$ cat src/rtl/aclk_pkg.sv
`default_nettype none
// +----------------------------------------------------------------------+
// | Module   : aclk_pkg                                                   |
// | Purpose  : Shared definitions for the alarm clock blocks: controller  |
// |            state encoding, the "no key" keypad code, and the LCD      |
// |            character codes used by the display driver.                |
// | Contents : state_t, NOKEY, ZERO..NINE, ERROR, is_digit()              |
// | Revision : 1.0  initial release                                       |
// +----------------------------------------------------------------------+
package aclk_pkg;

  typedef enum logic [2:0] {
    SHOW_TIME        = 3'd0,
    KEY_STORED       = 3'd1,
    KEY_WAITED       = 3'd2,
    KEY_ENTRY        = 3'd3,
    SHOW_ALARM       = 3'd4,
    SET_ALARM_TIME   = 3'd5,
    SET_CURRENT_TIME = 3'd6
  } state_t;

  localparam logic [3:0] NOKEY = 4'd10;

  // LCD character codes
  localparam logic [7:0] ZERO  = 8'h30;
  localparam logic [7:0] ONE   = 8'h31;
  localparam logic [7:0] TWO   = 8'h32;
  localparam logic [7:0] THREE = 8'h33;
  localparam logic [7:0] FOUR  = 8'h34;
  localparam logic [7:0] FIVE  = 8'h35;
  localparam logic [7:0] SIX   = 8'h36;
  localparam logic [7:0] SEVEN = 8'h37;
  localparam logic [7:0] EIGHT = 8'h38;
  localparam logic [7:0] NINE  = 8'h39;
  localparam logic [7:0] ERROR = 8'h45;

  // Codes 10..15 all count as "no key pressed".
  function automatic logic is_digit(input logic [3:0] k);
    return (k <= 4'd9);
  endfunction

endpackage
`default_nettype wire

$ cat src/rtl/aclk_timeout_counter.sv
`default_nettype none
// +----------------------------------------------------------------------+
// | Module   : aclk_timeout_counter                                       |
// | Purpose  : Counts one_second pulses while enabled, saturating at      |
// |            TIMEOUT_SEC; timeout is high once the limit is reached.    |
// | Ports    : clock, reset_n (sync, active-low), enable, clear,          |
// |            one_second -> timeout                                      |
// | Revision : 1.0  initial release                                       |
// +----------------------------------------------------------------------+
module aclk_timeout_counter #(
  parameter int TIMEOUT_SEC = 10
) (
  input  logic clock,
  input  logic reset_n,
  input  logic enable,
  input  logic clear,
  input  logic one_second,
  output logic timeout
);

  localparam int             CW    = $clog2(TIMEOUT_SEC + 1);
  localparam logic [CW-1:0]  LIMIT = CW'(TIMEOUT_SEC);

  logic [CW-1:0] count;

  always_ff @(posedge clock) begin
    if (!reset_n || clear) begin
      count <= '0;
    end else if (enable && one_second && (count != LIMIT)) begin
      count <= count + 1'b1;
    end
  end

  assign timeout = (count == LIMIT);

endmodule
`default_nettype wire

$ cat src/rtl/aclk_controller.sv
`default_nettype none
// +----------------------------------------------------------------------+
// | Module   : aclk_controller                                            |
// | Purpose  : Central alarm clock control FSM. Decodes keypad digits and |
// |            the alarm/time buttons, strobes the key shift register and |
// |            the alarm/time loads, selects the LCD source, and abandons |
// |            key entry after TIMEOUT_SEC seconds of inactivity.         |
// | Ports    : clock, reset_n (sync, active-low), one_second, key[3:0],   |
// |            alarm_button, time_button -> show_alarm, show_new_time,    |
// |            shift, load_new_a, load_new_c, reset_count                 |
// | Revision : 1.0  initial release                                       |
// +----------------------------------------------------------------------+
module aclk_controller
  import aclk_pkg::*;
#(
  parameter int TIMEOUT_SEC = 10
) (
  input  logic       clock,
  input  logic       reset_n,
  input  logic       one_second,
  input  logic [3:0] key,
  input  logic       alarm_button,
  input  logic       time_button,
  output logic       show_alarm,
  output logic       show_new_time,
  output logic       shift,
  output logic       load_new_a,
  output logic       load_new_c,
  output logic       reset_count
);

  state_t state;
  state_t state_next;
  logic   kp;
  logic   timeout;
  logic   count_en;

  assign kp = is_digit(key);

  // The timeout only runs while a digit entry is in progress; every other
  // state (including KEY_STORED) holds it at zero so each digit restarts it.
  assign count_en = (state == KEY_WAITED) || (state == KEY_ENTRY);

  aclk_timeout_counter #(
    .TIMEOUT_SEC (TIMEOUT_SEC)
  ) u_timeout (
    .clock      (clock),
    .reset_n    (reset_n),
    .enable     (count_en),
    .clear      (!count_en),
    .one_second (one_second),
    .timeout    (timeout)
  );

  always_comb begin
    state_next = SHOW_TIME;
    case (state)
      SHOW_TIME: begin
        if (alarm_button)  state_next = SHOW_ALARM;
        else if (kp)       state_next = KEY_STORED;
        else               state_next = SHOW_TIME;
      end
      KEY_STORED:          state_next = KEY_WAITED;
      KEY_WAITED: begin
        if (!kp)           state_next = KEY_ENTRY;
        else if (timeout)  state_next = SHOW_TIME;
        else               state_next = KEY_WAITED;
      end
      KEY_ENTRY: begin
        // A fresh digit outranks a timeout landing in the same cycle.
        if (alarm_button)      state_next = SET_ALARM_TIME;
        else if (time_button)  state_next = SET_CURRENT_TIME;
        else if (kp)           state_next = KEY_STORED;
        else if (timeout)      state_next = SHOW_TIME;
        else                   state_next = KEY_ENTRY;
      end
      SHOW_ALARM: begin
        if (!alarm_button) state_next = SHOW_TIME;
        else               state_next = SHOW_ALARM;
      end
      SET_ALARM_TIME:      state_next = SHOW_TIME;
      SET_CURRENT_TIME:    state_next = SHOW_TIME;
      default:             state_next = SHOW_TIME;  // code 7 recovers
    endcase
  end

  // Outputs are decoded from the next state and registered alongside it, so
  // they always equal the Moore decode of the current state register.
  always_ff @(posedge clock) begin
    if (!reset_n) begin
      state         <= SHOW_TIME;
      show_alarm    <= 1'b0;
      show_new_time <= 1'b0;
      shift         <= 1'b0;
      load_new_a    <= 1'b0;
      load_new_c    <= 1'b0;
      reset_count   <= 1'b0;
    end else begin
      state         <= state_next;
      show_alarm    <= (state_next == SHOW_ALARM);
      show_new_time <= (state_next == KEY_STORED) ||
                       (state_next == KEY_WAITED) ||
                       (state_next == KEY_ENTRY);
      shift         <= (state_next == KEY_STORED);
      load_new_a    <= (state_next == SET_ALARM_TIME);
      load_new_c    <= (state_next == SET_CURRENT_TIME);
      reset_count   <= (state_next == SET_CURRENT_TIME);
    end
  end

endmodule
`default_nettype wire

$ cat config.mk
export PLATFORM = sky130hd
export DESIGN_NAME = aclk_controller
export DESIGN_NICKNAME = d
export VERILOG_FILES = /design/src/rtl/aclk_pkg.sv /design/src/rtl/aclk_timeout_counter.sv /design/src/rtl/aclk_controller.sv
export SDC_FILE = /design/constraint.sdc
export NUM_CORES = 1
export LEC_CHECK = 0
export CAP_MARGIN = 20
export CORE_MARGIN = 2
export CORE_UTILIZATION = 35
export CTS_BUF_LIST = sky130_fd_sc_hd__clkbuf_4 sky130_fd_sc_hd__clkbuf_8
export CTS_CLUSTER_SIZE = 40
export DETAILED_ROUTE_END_ITERATION = 8
export GPL_ROUTABILITY_DRIVEN = 1
export PLACE_DENSITY = 0.61
export SYNTH_ARGS = -nofsm -noshare
export SYNTH_HDL_FRONTEND = slang
export SYNTH_SLANG_ARGS = --single-unit
$ cat constraint.sdc
create_clock -name clock -period 1.9 [get_ports clock]
set_input_delay 0.38 -clock clock [delete_from_list [all_inputs] [get_ports clock]]
set_output_delay 0.38 -clock clock [all_outputs]
set_load 0.005 [all_outputs]
==> results of run 1 <==
==> routing by layer <==
metal / vias up / part of all wire [%] / track usage [%]
met3: 4 / 5.4 / 3.67
met5: - / 0 / 0
met4: 0 / 2.5 / 7.27
li1: 246 / - / -
met1: 226 / 47 / 16.7
met2: 15 / 45 / 18.8
==> cells in the mapped netlist (2+ instances only) <==
library cell	instances	area share, %
nand2_1	2	1.3
nand3_1	2	1.7
dfxtp_1	12	42
nor2_1	5	3.3
nor3_1	3	2.6
a21oi_1	3	2.6
ha_1	2	4.4
xor2_1	2	3.1
and2b_1	2	2.6
==> area by class of cell <==
| type | count | area (µm²) |
|---|---|---|
| fillers | 145 | 772 |
| multi-input cells | 44 | 318 |
| flip-flops and latches | 12 | 240 |
| repair buffers | 13 | 130 |
| clock buffers | 4 | 36.3 |
| well taps | 16 | 20.0 |
| inverters | 2 | 7.51 |
==> cells by family (layout without fill, tap and decap cells) <==
kind of cell	after synthesis	after routing	synth area share, %
fa+ha+maj	2	2	4.37
flops	12	12	41.9
compound gates	13	13	18.1
xor+xnor	3	3	4.59
buf+inv	3	19	2.62
simple gates	26	26	28.4
==> flip-flops by register name, summed over array words and instances (netlist names) <==
signal           cells
show_new_time        1
u_timeout.count      4
show_alarm           1
reset_count          1
load_new_a           1
shift                1
state                3
==> critical path, stage by stage <==
cell and delay (ns):
clkdlybuf4s50_1 0.55, nand2b_1 0.16, a31oi_1 0.09, o31a_2 0.34
and3_1 0.19
==> metrics by stage <==
| stage | utilization, % | hold slack (ns) | total power (µW) | worst slack [ns] | cell area, µm² |
|---|---|---|---|---|---|
| 5_1_grt | 49.3 | 0.597 | 614 | 0.271 | 752 |
| 2_1_floorplan | - | 0.495 | 340 | 0.583 | 573 |
| 4_1_cts | 49.3 | 0.564 | 584 | 0.365 | 752 |
| 3_5_place_dp | 47.0 | 0.547 | 387 | 0.0850 | 716 |
| 3_3_place_gp | 47.0 | 0.538 | 386 | 0.0800 | 716 |
| 6_report | 49.3 | 0.571 | 583 | 0.358 | 752 |
==> path summary, 6_finish.rpt <==
check                           slack, ns                  to  depth (start not counted)                from
worst max-delay path                 0.36          show_alarm                          5        alarm_button
worst min-delay path                 0.57  u_timeout.count[3]                          2  u_timeout.count[3]
worst max register to register       0.45            state[1]                          6  u_timeout.count[0]
worst min register to register       0.57  u_timeout.count[3]                          2  u_timeout.count[3]
==> where the power goes <==
part | internal [µW] | total [µW] | leakage (µW) | switching, µW
Combinational | 59.2 | 102 | 0.000161 | 43.3
Sequential | 267 | 279 | 0.0000976 | 12.8
Clock | 116 | 201 | 0.0000210 | 84.9
Total | 442 | 583 | 0.000279 | 141
==> flow_summary_export.csv, run 1 <==
group,metric,value,unit
synth,synth-seq-cells,12,
synth,yosysUniqueCellTypes,35,
cts,cts_setup_buffers,0,
cts,cts_tree,"built",
timing,tns,0,ns
detailed_routing,route.vias.total,491,
place,place_inst,87,
timing,clock-skew-final,0.00484,ns
synth,avgSynthCellArea,9.71,µm²
synth,netlist_area,573,µm²
cells_and_area,antennaDiodeCount,0,
floorplan,die_h,44.5,µm
cells_and_area,layout_common_cells,"13 x clkdlybuf4s50_1, 12 x dfxtp_1, 5 x nor2_1",
cells_and_area,final_cells,91,
flow_run,maxCapViolations,0,
floorplan,ios,15,
timing,fin_crit,1.54,ns
place,place.gp.congestion,0.767,
power,power.density,775,nW/µm²
place,io_buffers,13,
cts,postCtsResizedCells,0,
floorplan,dieArea,1980,µm²
setup_path,required,2.07,ns
setup_path,critPathLaunchType,"input pin",
synth,yosys_warnings,0,
setup_path,cp_max_fo,5,
outcome,outcome,"complete, no violations",
cts,htreeDepth,1,
place,dp_hpwl,823,µm
detailed_routing,drc,0,
cts,clockRootBuffer,"clkbuf_4",
floorplan,start_util,37.6,%
cts,clkLatencyLatePin,0.26,ns
min_path,hold_class,"reg2reg",
timing,worstMarginPinSlew,0.333,ns
detailed_routing,drt_iter0_drc,15,
synth,synthFlopType,"dfxtp_1",
cts,clkSinkCount,12,
grt,grt_antenna_before_repair,0,
grt,first_global_vias,445,
grt,grt_first_pass_wirelength,1.86,mm
setup_path,cp_data_arrival_time,1.71,ns
timing,slew-limit-headroom,77.8,%
synth,synth_nets,70,
floorplan,die_w,44.5,µm
timing,max_freq,649,MHz
power,leakagePower,0.000279,µW
grt,grt_start_max_net_pins,9,
timing,drv_slew,0,
setup_path,path_class,"in2reg",
detailed_routing,antenna_left,0,
cells_and_area,fin_nets,87,
timing,rsz0062_at_grt,"no",
power,peakVddDrop,378,µV
cells_and_area,final_common_cell,"clkdlybuf4s50_1",
detailed_routing,routed_via_density,5.40,
cts,clkTransAtPathRegs,0.08,ns
grt,overflow,0,
detailed_routing,wl_per_cell,11.7,µm
cells_and_area,area.growth.synth_to_final,31.2,%
cts,postCtsHoldBufs,0,
timing,hold_violations,0,
cts,numCtsBuffers,3,
detailed_routing,routed_wl,1.07,mm
setup_path,endpoint_kind,"register",
floorplan,core,1520,µm²
synth,ys_seq_area_share,41.9,%
floorplan,fp-row-count,14,
synth,synthCells,59,
cells_and_area,final_layout_size_suffix_gt1_share,16.0,%
synth,synth_enable_flop_cells,0,
detailed_routing,dr.pass1.iters,4,
synth,async_flop_share,0,%
cts,clockBufferDepth,2,
timing,finalCritPeriodShare,81.1,%
grt,grt_use_total,12.8,%
timing,setup_viol,0,
No activity file was read; power rests on OpenSTA's default activity.
==> run 2, diff against run 1 <==
--- a/config.mk
+++ b/config.mk
@@ -12,7 +12,7 @@
 export CTS_CLUSTER_SIZE = 40
 export DETAILED_ROUTE_END_ITERATION = 8
 export GPL_ROUTABILITY_DRIVEN = 1
-export PLACE_DENSITY = 0.61
+export PLACE_DENSITY = 0.63
 export SYNTH_ARGS = -nofsm -noshare
 export SYNTH_HDL_FRONTEND = slang
 export SYNTH_SLANG_ARGS = --single-unit
==> constraint.sdc (replaced) <==
create_clock -name clock -period 1.35 [get_ports clock]
set_input_delay 0.27 -clock clock [delete_from_list [all_inputs] [get_ports clock]]
set_output_delay 0.27 -clock clock [all_outputs]
set_load 0.005 [all_outputs]
==> flow_summary_export.csv, run 2 (synthesis gave the netlist of run 1 again) <==
group,metric,value,unit
timing,clock-skew-final,0.000790,ns
floorplan,core,1520,µm²
setup_path,critPathSlowestCell,"clkdlybuf4s50_1",
cells_and_area,largestRegisters,"u_timeout.count: 4 flops, state: 3 flops",
setup_path,critical-path-top-delay-family,"compound AO/OA/AOI/OAI gates",
grt,first_global_vias,465,
timing,rsz0062_at_grt,"yes",
detailed_routing,route.vias.total,504,
grt,grt_start_max_net_pins,9,
cells_and_area,largest_reg_flops,4,
place,dpl_cell_area,776,µm²
place,dp_hpwl,806,µm
setup_path,path_class,"in2reg",
cts,htreeDepth,1,
cts,clockBufferDepth,2,
setup_path,cp_cell_sequence,"clkdlybuf4s50_1, o21a_2, o31a_2, and3_4",
timing,setup_viol,0,
outcome,outcome,"complete, no violations",
cells_and_area,top_register,"u_timeout.count",
detailed_routing,routed_via_density,5.09,
min_path,holdPathStages,2,
floorplan,dieArea,1980,µm²
cells_and_area,utilization,55.6,%
cts,clkTransAtPathRegs,0.07,ns
setup_path,cp_data_arrival_time,1.48,ns
floorplan,fp-row-count,14,
power,power_frac_comb,19.5,%
power,power.density,993,nW/µm²
cts,postCtsHoldBufs,0,
power,p_clk_share,34.0,%
flow_run,maxCapViolations,0,
grt,grt_antenna_before_repair,0,
power,leakagePower,0.000353,µW
power,switchingPower,209,µW
cts,cts_tree,"built",
power,swShare,24.8,%
timing,hold_violations,0,
cts,clockRootBuffer,"clkbuf_4",
cells_and_area,area.growth.synth_to_final,47.8,%
cells_and_area,layout_common_cells,"8 x dfxtp_1, 8 x buf_4, 7 x dlygate4sd2_1, 6 x clkdlybuf4s50_1, 5 x nor2_1",
detailed_routing,drc,0,
timing,max_freq,764,MHz
setup_path,endpoint_kind,"register",
grt,grt_use_total,13.6,%
grt,overflow,0,
cts,clkLatencyLatePin,0.27,ns
setup_path,cp.depth,4,
setup_path,cp.buffers_inverters,1,
detailed_routing,antenna_left,0,
timing,worstMarginPinSlew,0.246,ns
cells_and_area,final_layout_size_suffix_gt1_share,38.6,%
min_path,hold_class,"reg2reg",
grt,grt_first_pass_wirelength,1.86,mm
floorplan,start_util,37.6,%
setup_path,rr_worst_depth,6,
cells_and_area,antennaDiodeCount,0,
power,seqPwrFrac,46.6,%
timing,slew-limit-headroom,83.6,%
timing,finalCritPeriodShare,96.9,%
detailed_routing,wl_per_cell,11.2,µm
timing,fin_crit,1.31,ns
place,place.gp.congestion,0.779,
cells_and_area,fin_nets,95,
floorplan,die_w,44.5,µm
timing,drv_slew,0,
floorplan,die_h,44.5,µm
detailed_routing,drt_iter0_drc,8,
setup_path,cp_max_fo,5,
setup_path,critPathLaunchType,"input pin",
setup_path,critPathMaxStageDelay,0.40,ns
cts,numCtsBuffers,3,
power,internal_power,632,µW
setup_path,required,1.53,ns
detailed_routing,dr.pass1.iters,6,
cts,clkSinkCount,12,
power,peakVddDrop,448,µV
detailed_routing,routed_wl,1.11,mm
floorplan,ios,15,
cells_and_area,final_area,847,µm²
place,io_buffers,13,
## run 2: final timing paths
path / from / slack [ns] / to
worst max-delay path: key[1] / 0.04 / show_alarm
worst min-delay path: u_timeout.count[3] / 0.57 / u_timeout.count[3]
worst max register to register: u_timeout.count[0] / 0.06 / show_alarm
worst min register to register: u_timeout.count[3] / 0.57 / u_timeout.count[3]
## run 2: what timing repair did
action / CTS / global route
buffers inserted: 0 / 0
setup endpoints to repair: 8 / 7
resized for setup: 9 / 11
pin swaps: 0 / 2
## run 2: area by class of cell
type	instances	area (µm²)
fillers	140	677
repair buffers	21	181
clock buffers	4	36.3
well taps	16	20.0
multi-input cells	44	357
inverters	2	7.51
flip-flops and latches	12	245
## run 2: stage by stage
step	TNS, ns	setup slack [ns]	hold WS, ns	total power (µW)	instances
finish	0	0.0417	0.566	841	99
global route	-0.0132	-0.0132	0.594	890	99
CTS	0	0.0132	0.574	837	99
detailed placement	-1.73	-0.332	0.554	556	95
global placement	-1.66	-0.279	0.560	557	95
floorplan	0	0.0330	0.385	479	59
## run 2: power groups by stage
stage	Sequential, µW	Clock (µW)	Combinational [µW]
2_1_floorplan	399	0	79.6
4_1_cts	390	292	155
3_3_place_gp	399	0	158
6_report	392	286	164
3_5_place_dp	399	0	158
5_1_grt	396	314	180
## run 2: worst register-to-register path, delay by kind of cell, from the launching register on
| kind | cells | cell delay, ns |
|---|---|---|
| compound gates | 2 | 0.43 |
| fa+ha+maj | 1 | 0.13 |
| simple gates | 2 | 0.28 |
| buf+inv | 1 | 0.07 |
| flops | 1 | 0.33 |
## run 2: metal layers
layer	part of all wire (%)	GRT usage, %	wire, µm	vias to the layer above
met5	0	0	0	-
met4	4.8	16.4	53	0
met3	4.4	1.63	49	4
met2	42	18.6	460	13
met1	49	16.5	544	226
li1	-	-	-	261
==> run 3, diff against run 2 <==
--- a/config.mk
+++ b/config.mk
@@ -12,6 +12,7 @@
 export CTS_CLUSTER_SIZE = 40
 export DETAILED_ROUTE_END_ITERATION = 8
 export GPL_ROUTABILITY_DRIVEN = 1
+export HOLD_SLACK_MARGIN = 0.08
 export PLACE_DENSITY = 0.63
 export SYNTH_ARGS = -nofsm -noshare
 export SYNTH_HDL_FRONTEND = slang
==> results of run 3 <==
No change in the layout: final DEF, timing and power equal those of run 2.
